==> src/rtl/e_tile_target_dispatcher.sv <==
// e_tile_target_dispatcher
// Buffers fired ALU results in a small FIFO. For each result it issues the
// valid targets in order (target 0, then target 1). Each target goes out on
// either the operand-network sender or the register-bank W-queue write port,
// using a req/ack handshake on that port.
//
// Ports
//   clk, rst            clock (rising edge) and asynchronous active-high reset
//   flush               synchronous abandon: empties the FIFO and returns to IDLE
//   in_valid/in_ready   fired-result handshake; in_ready comes from the
//                       registered count
//   in_data, in_tgt_*   result data and per-target valid / wq / instr / slot
//   net_*               network sender handshake and payload
//   wq_*                W-queue handshake and payload
//   occupancy, busy     FIFO entry count; FSM active or FIFO non-empty
//
// state | meaning
// ------+--------------------------------------------------------------
// IDLE  | no transfer; inspects the head entry whenever the FIFO is non-empty
// SEND0 | presenting target 0 of the head entry, waiting for its ack
// SEND1 | presenting target 1 of the head entry, waiting for its ack
module e_tile_target_dispatcher #(
    parameter int          DEPTH  = 4,
    parameter int          DATA_W = 32,
    parameter logic [7:0]  SRC_ID = 8'd0
) (
    input  logic                       clk,
    input  logic                       rst,
    input  logic                       flush,
    input  logic                       in_valid,
    output logic                       in_ready,
    input  logic [DATA_W-1:0]          in_data,
    input  logic [1:0]                 in_tgt_valid,
    input  logic [1:0]                 in_tgt_wq,
    input  logic [1:0][6:0]            in_tgt_instr,
    input  logic [1:0][1:0]            in_tgt_slot,
    output logic                       net_req,
    input  logic                       net_ack,
    output logic [DATA_W-1:0]          net_data,
    output logic [7:0]                 net_src,
    output logic [6:0]                 net_dest_instr,
    output logic [1:0]                 net_dest_slot,
    output logic                       wq_req,
    input  logic                       wq_ack,
    output logic [6:0]                 wq_reg_id,
    output logic [4:0]                 wq_queue_id,
    output logic [DATA_W-1:0]          wq_data,
    output logic [$clog2(DEPTH):0]     occupancy,
    output logic                       busy
);

    localparam int AW = $clog2(DEPTH);
    localparam int CW = AW + 1;

    typedef enum logic [1:0] {IDLE, SEND0, SEND1} state_t;

    state_t          state;
    logic [AW-1:0]   wr_ptr;
    logic [AW-1:0]   rd_ptr;
    logic [CW-1:0]   count;

    logic [DATA_W-1:0] mem_data  [DEPTH];
    logic [1:0]        mem_tv    [DEPTH];
    logic [1:0]        mem_wq    [DEPTH];
    logic [1:0][6:0]   mem_instr [DEPTH];
    logic [1:0][1:0]   mem_slot  [DEPTH];

    logic [DATA_W-1:0] head_data;
    logic [1:0]        head_tv;
    logic [1:0]        head_wq;
    logic [1:0][6:0]   head_instr;
    logic [1:0][1:0]   head_slot;

    logic       push;
    logic       pop;
    logic       sel;
    logic       active;
    logic       xfer_done;
    logic [6:0] act_instr;
    logic [1:0] act_slot;

    assign head_data  = mem_data[rd_ptr];
    assign head_tv    = mem_tv[rd_ptr];
    assign head_wq    = mem_wq[rd_ptr];
    assign head_instr = mem_instr[rd_ptr];
    assign head_slot  = mem_slot[rd_ptr];

    assign in_ready  = (count < CW'(DEPTH));
    assign push      = in_valid && in_ready;
    assign occupancy = count;
    assign busy      = (state != IDLE) || (count != '0);

    // The active target is target 1 only in SEND1. Requests are decoded from
    // the head entry, so they stay stable for as long as the head is held.
    assign sel       = (state == SEND1);
    assign active    = (state != IDLE);
    assign act_instr = head_instr[sel];
    assign act_slot  = head_slot[sel];
    assign net_req   = active && !head_wq[sel];
    assign wq_req    = active &&  head_wq[sel];
    assign xfer_done = (net_req && net_ack) || (wq_req && wq_ack);

    assign net_data       = net_req ? head_data : '0;
    assign net_src        = net_req ? SRC_ID    : '0;
    assign net_dest_instr = net_req ? act_instr : '0;
    assign net_dest_slot  = net_req ? act_slot  : '0;
    assign wq_data        = wq_req  ? head_data : '0;
    assign wq_reg_id      = wq_req  ? act_instr : '0;
    assign wq_queue_id    = wq_req  ? act_instr[4:0] : '0;

    // The head entry is popped when its last valid target has completed.
    // An entry with no valid targets is popped straight from IDLE.
    always_comb begin
        pop = 1'b0;
        case (state)
            IDLE:    pop = (count != '0) && (head_tv == 2'b00);
            SEND0:   pop = xfer_done && !head_tv[1];
            SEND1:   pop = xfer_done;
            default: pop = 1'b0;
        endcase
    end

    always_ff @(posedge clk or posedge rst) begin
        if (rst) begin
            state <= IDLE;
        end else if (flush) begin
            state <= IDLE;
        end else begin
            case (state)
                IDLE: begin
                    if (count != '0) begin
                        if (head_tv[0])      state <= SEND0;
                        else if (head_tv[1]) state <= SEND1;
                    end
                end
                SEND0: begin
                    if (xfer_done) state <= head_tv[1] ? SEND1 : IDLE;
                end
                SEND1: begin
                    if (xfer_done) state <= IDLE;
                end
                default: state <= IDLE;
            endcase
        end
    end

    always_ff @(posedge clk or posedge rst) begin
        if (rst) begin
            wr_ptr <= '0;
            rd_ptr <= '0;
            count  <= '0;
        end else if (flush) begin
            wr_ptr <= '0;
            rd_ptr <= '0;
            count  <= '0;
        end else begin
            if (push) wr_ptr <= wr_ptr + AW'(1);
            if (pop)  rd_ptr <= rd_ptr + AW'(1);
            case ({push, pop})
                2'b10:   count <= count + CW'(1);
                2'b01:   count <= count - CW'(1);
                default: count <= count;
            endcase
        end
    end

    // Payload storage needs no reset; entries are only read when counted valid.
    always_ff @(posedge clk) begin
        if (push && !flush) begin
            mem_data[wr_ptr]  <= in_data;
            mem_tv[wr_ptr]    <= in_tgt_valid;
            mem_wq[wr_ptr]    <= in_tgt_wq;
            mem_instr[wr_ptr] <= in_tgt_instr;
            mem_slot[wr_ptr]  <= in_tgt_slot;
        end
    end

endmodule

==> config.mk <==
export PLATFORM = sky130hd
export DESIGN_NAME = e_tile_target_dispatcher
export DESIGN_NICKNAME = d
export VERILOG_FILES = /design/src/rtl/e_tile_target_dispatcher.sv
export SDC_FILE = /design/constraint.sdc
export NUM_CORES = 1
export LEC_CHECK = 0
export CORE_MARGIN = 2
export CORE_UTILIZATION = 53
export DETAILED_ROUTE_END_ITERATION = 8
export PLACE_DENSITY_LB_ADDON = 0.05
export SYNTH_ARGS = -nofsm -noshare
export SYNTH_HDL_FRONTEND = slang
export SYNTH_SLANG_ARGS = --single-unit
==> constraint.sdc <==
create_clock -name clk -period 3.8 [get_ports clk]
set_input_delay 0.38 -clock clk [delete_from_list [all_inputs] [get_ports clk]]
set_output_delay 0.38 -clock clk [all_outputs]
set_load 0.05 [all_outputs]
==> metrics.md <==
| Metric | Value |
|---|---|
| Status | `complete, no violations` |
| Die Footprint | `0.0185 mm2` |
| Final WL | `19000 um` |
| Clock latency on the worst-skew pair | `0.51 ns` |
| Clock power frac | `27.8%` |
| Worst slew pin tran | `0.810 ns` |
| CP Capture Point | `wq_data[0]` |
| Leak pwr | `0.00419 uW` |
| Setup slack, reg-to-reg | `0.15 ns` |
| Mapped Area | `0.00921 mm2` |
| Vias per inst | `5.47` |
| Clock root cell | `clkbuf_16` |
| DRC | `0` |
| Final nets | `719` |
| Internal | `5100 uW` |
| Sw Pwr | `2630 uW` |
| Vias in the first global route | `5100` |
| Slowest CP cell | `clkdlybuf4s50_1` |
| Final setup vio count | `0` |
| Final Slew Violations | `0` |
| Worst r2r path cells | `9` |
| WL per Instance | `21.2 um` |
| Pwr Density | `660 mW/mm2` |
| Setup crit start kind | `flip-flop` |
| Slew HR | `45.8%` |
| Gpl congestion | `0.739` |
| Hold WC Path Type | `input pin to async pin` |
| Synth warn | `0` |
| Overall Global Routing Usage | `20.8%` |
| CP startpoint | `rd_ptr[0]` |
| Ys flop type | `edfxtp_1` |
| Cell family with most CP delay | `multiplexers` |
| Synthesized instance count | `489` |
| Die X | `136 um` |
| First DRT Iteration DRCs | `427` |
| IO buf count | `151` |
| Reg2reg end | `occupancy[1]` |
| TritonCTS clock tree | `built` |
| Logic pwr share | `33.1%` |
| Post-synth ARST share | `4.00%` |
| Post-synth EDFFs | `216` |
| Fmax | `0.270 GHz` |
| Synth cell types | `39` |
| Vert. Die Dim | `136 um` |
| Antenna cells | `0` |
| Worst-path cell chain | `mux2_2 > mux4_2 > o21ai_4 > nor2b_1 > clkdlybuf4s50_1` |
| Top cell type's share of synthesized area | `70.4%` |
| Skew final | `0.0176 ns` |
| CP endpoint kind | `primary output` |
| Reg-to-reg startpoint | `rd_ptr[0]` |
| Reg clk slew, reported paths | `0.06 ns` |
| Critical path's largest stage delay | `0.75 ns` |
| Sequential fraction of design power | `39.1%` |
| Register area share after synthesis | `72.9%` |
| Initial antenna violation count | `1` |
| Fillers | `1137` |
| DRT Pass-1 Iters | `4` |
| Synth area leaders | `edfxtp_1 70%, mux4_2 13%, and2_1 2.5%` |
| Initial Util | `53.8%` |
| CTS H-tree lvls | `1` |
| Mapped Avg Cell Area | `18.8 um2` |
| Biggest area consumer among synthesized cells | `edfxtp_1` |
| Site row count | `48` |
| IO Pins | `160` |
| Critical path class | `flip-flop to primary output` |
| Critical path buffers and inverters | `1` |
| MaxCap Viol Count | `0` |
| Req. time, crit path | `3.42 ns` |
| Max FO, Critical Path | `20` |
| Worst VDD drop | `390 uV` |
| Grt ovf | `0` |
| Global-route wire length before repair | `28600 um` |
| Arrival time at the worst endpoint | `3.32 ns` |
| Pin count of the biggest net entering global routing | `34` |
| Final hold vios | `0` |
| Post-route clock period utilization | `97.4%` |
| Post-CTS Hold Buffers | `0` |
| Clock buffer count from CTS | `24` |
| Layout area overhead | `27.0%` |
| RSZ-0062 raised after global routing | `no` |
| Ratio of cells with drive above 1 in the final layout | `22.2%` |
| Hpwl dp | `11200 um` |
| Levels on crit path | `5` |
| # clock sinks | `225` |
| Vias post-DR | `4902` |
| Post-route ant nets | `0` |
| Synth Register Bits | `225` |
| Tmin final | `3.70 ns` |
| Deepest clock path buffer count | `3` |
| CORE AREA | `0.0171 mm2` |
| Hold slack | `0.147 ns` |
| Sum of negative setup slack | `0 ns` |
| Sw frac | `34.0%` |
| Total power | `7720 uW` |
[worst min path at each step]
stage | start | to | slack, ns | depth (start not counted)
3_5_place_dp | wr_ptr[1] | wr_ptr[1] | 0.59 | 2
5_1_grt | rst | occupancy[1] | 0.17 | 2
3_3_place_gp | wr_ptr[1] | wr_ptr[1] | 0.56 | 2
2_1_floorplan | rst | occupancy[0] | 0.21 | 1
6_report | rst | occupancy[1] | 0.15 | 2
4_1_cts | rst | occupancy[1] | 0.15 | 2
[stage by stage]
step	worst slack, ns	utilization (%)	instances	area, um2
floorplan	0.568	-	496	9240
global placement	0.290	63.5	847	10900
detailed placement	0.270	63.5	847	10900
CTS	0.00315	68.1	896	11700
global route	0.00586	68.3	896	11700
finish	0.0983	68.3	896	11700
[power by group through the flow]
| stage | logic [uW] | registers (uW) | clock network [uW] |
|---|---|---|---|
| after floorplan | 1740 | 3060 | 0 |
| after global placement | 2490 | 3050 | 0 |
| after detailed placement | 2520 | 3060 | 0 |
| after CTS | 2590 | 3030 | 2190 |
| after global routing | 2710 | 3040 | 2290 |
| final | 2560 | 3020 | 2150 |
[kinds of logic (layout without fill, tap and decap cells)]
family / Yosys count / in the layout / share of synthesized area (%)
other: 1 / 8 / 0.0407
multiplexers: 66 / 66 / 14.6
buffers and inverters: 45 / 219 / 2.53
AO/OA/AOI/OAI: 20 / 21 / 1.47
AND/OR/NAND/NOR: 126 / 126 / 7.65
XOR/XNOR: 1 / 1 / 0.0951
adder cells (fa/ha/maj): 5 / 5 / 0.761
flip-flops: 225 / 225 / 72.9
[metal layers]
| layer | vias up | GRT usage [%] | part of all wire, % |
|---|---|---|---|
| met3 | 20 | 3.69 | 5.6 |
| met5 | - | 0 | 0 |
| met4 | 0 | 6.02 | 1.6 |
| met2 | 161 | 34.5 | 50 |
| met1 | 2492 | 28.8 | 43 |
| li1 | 2229 | - | - |
[flip-flops by register name, summed over array words and instances, names as in the netlist]
name       count
rd_ptr         2
mem_data     128
wr_ptr         2
mem_instr     56
occupancy      3
state          2
mem_tv         8
mem_wq         8
mem_slot      16
[placed cells by master, fill, tap and decap left out, types with 5 or more instances in the layout]
cell and n:
and2_1 33, buf_4 48, clkbuf_1 8, clkbuf_16 25, clkdlybuf4s50_1 98, clkinv_1 7
conb_1 8, dfrtp_1 7, dlygate4sd2_1 5, dlymetal6s2s_1 15, edfxtp_1 216, inv_1 6
mux2i_1 7, mux4_2 53, nand2b_1 5, nor2_1 26, nor2b_1 35, nor3_1 10
[final cells by class]
| class | count | area [um2] | area share, % |
|---|---|---|---|
| multi-input cells | 227 | 2330 | 19.9 |
| clock buffers | 33 | 656 | 5.61 |
| inverters | 7 | 30.0 | 0.257 |
| repair inverters | 1 | 7.51 | 0.0642 |
| well taps | 225 | 282 | 2.41 |
| repair buffers | 168 | 1600 | 13.7 |
| flip-flops and latches | 225 | 6720 | 57.4 |
| clock inverters | 10 | 70.1 | 0.599 |
[worst register-to-register path, stage by stage (launching register included)]
cell and delay [ns]:
dfrtp_4 0.55, mux2_2 0.40, mux4_2 0.63, mux2i_4 0.28, nand2b_1 0.29, a21oi_1 0.23, fa_1 0.43, nand2b_1 0.13
a211oi_1 0.06, or4_1 0.53
[synthesized netlist by cell type, types with 5 or more instances]
cell type / count
inv_1: 7
nand2b_1: 5
dfrtp_1: 9
nor3_1: 10
mux4_2: 53
nor2b_1: 35
buf_4: 14
mux2i_1: 7
clkbuf_1: 15
buf_1: 5
edfxtp_1: 216
nor2_1: 26
and2_1: 37
[timing repair]
action                     4_1_cts  5_1_grt
cloned                           2        0
setup endpoints to repair       70       14
buffers inserted                 4        0
gates resized for setup          9       16
Power figures use the tool's default switching activity.
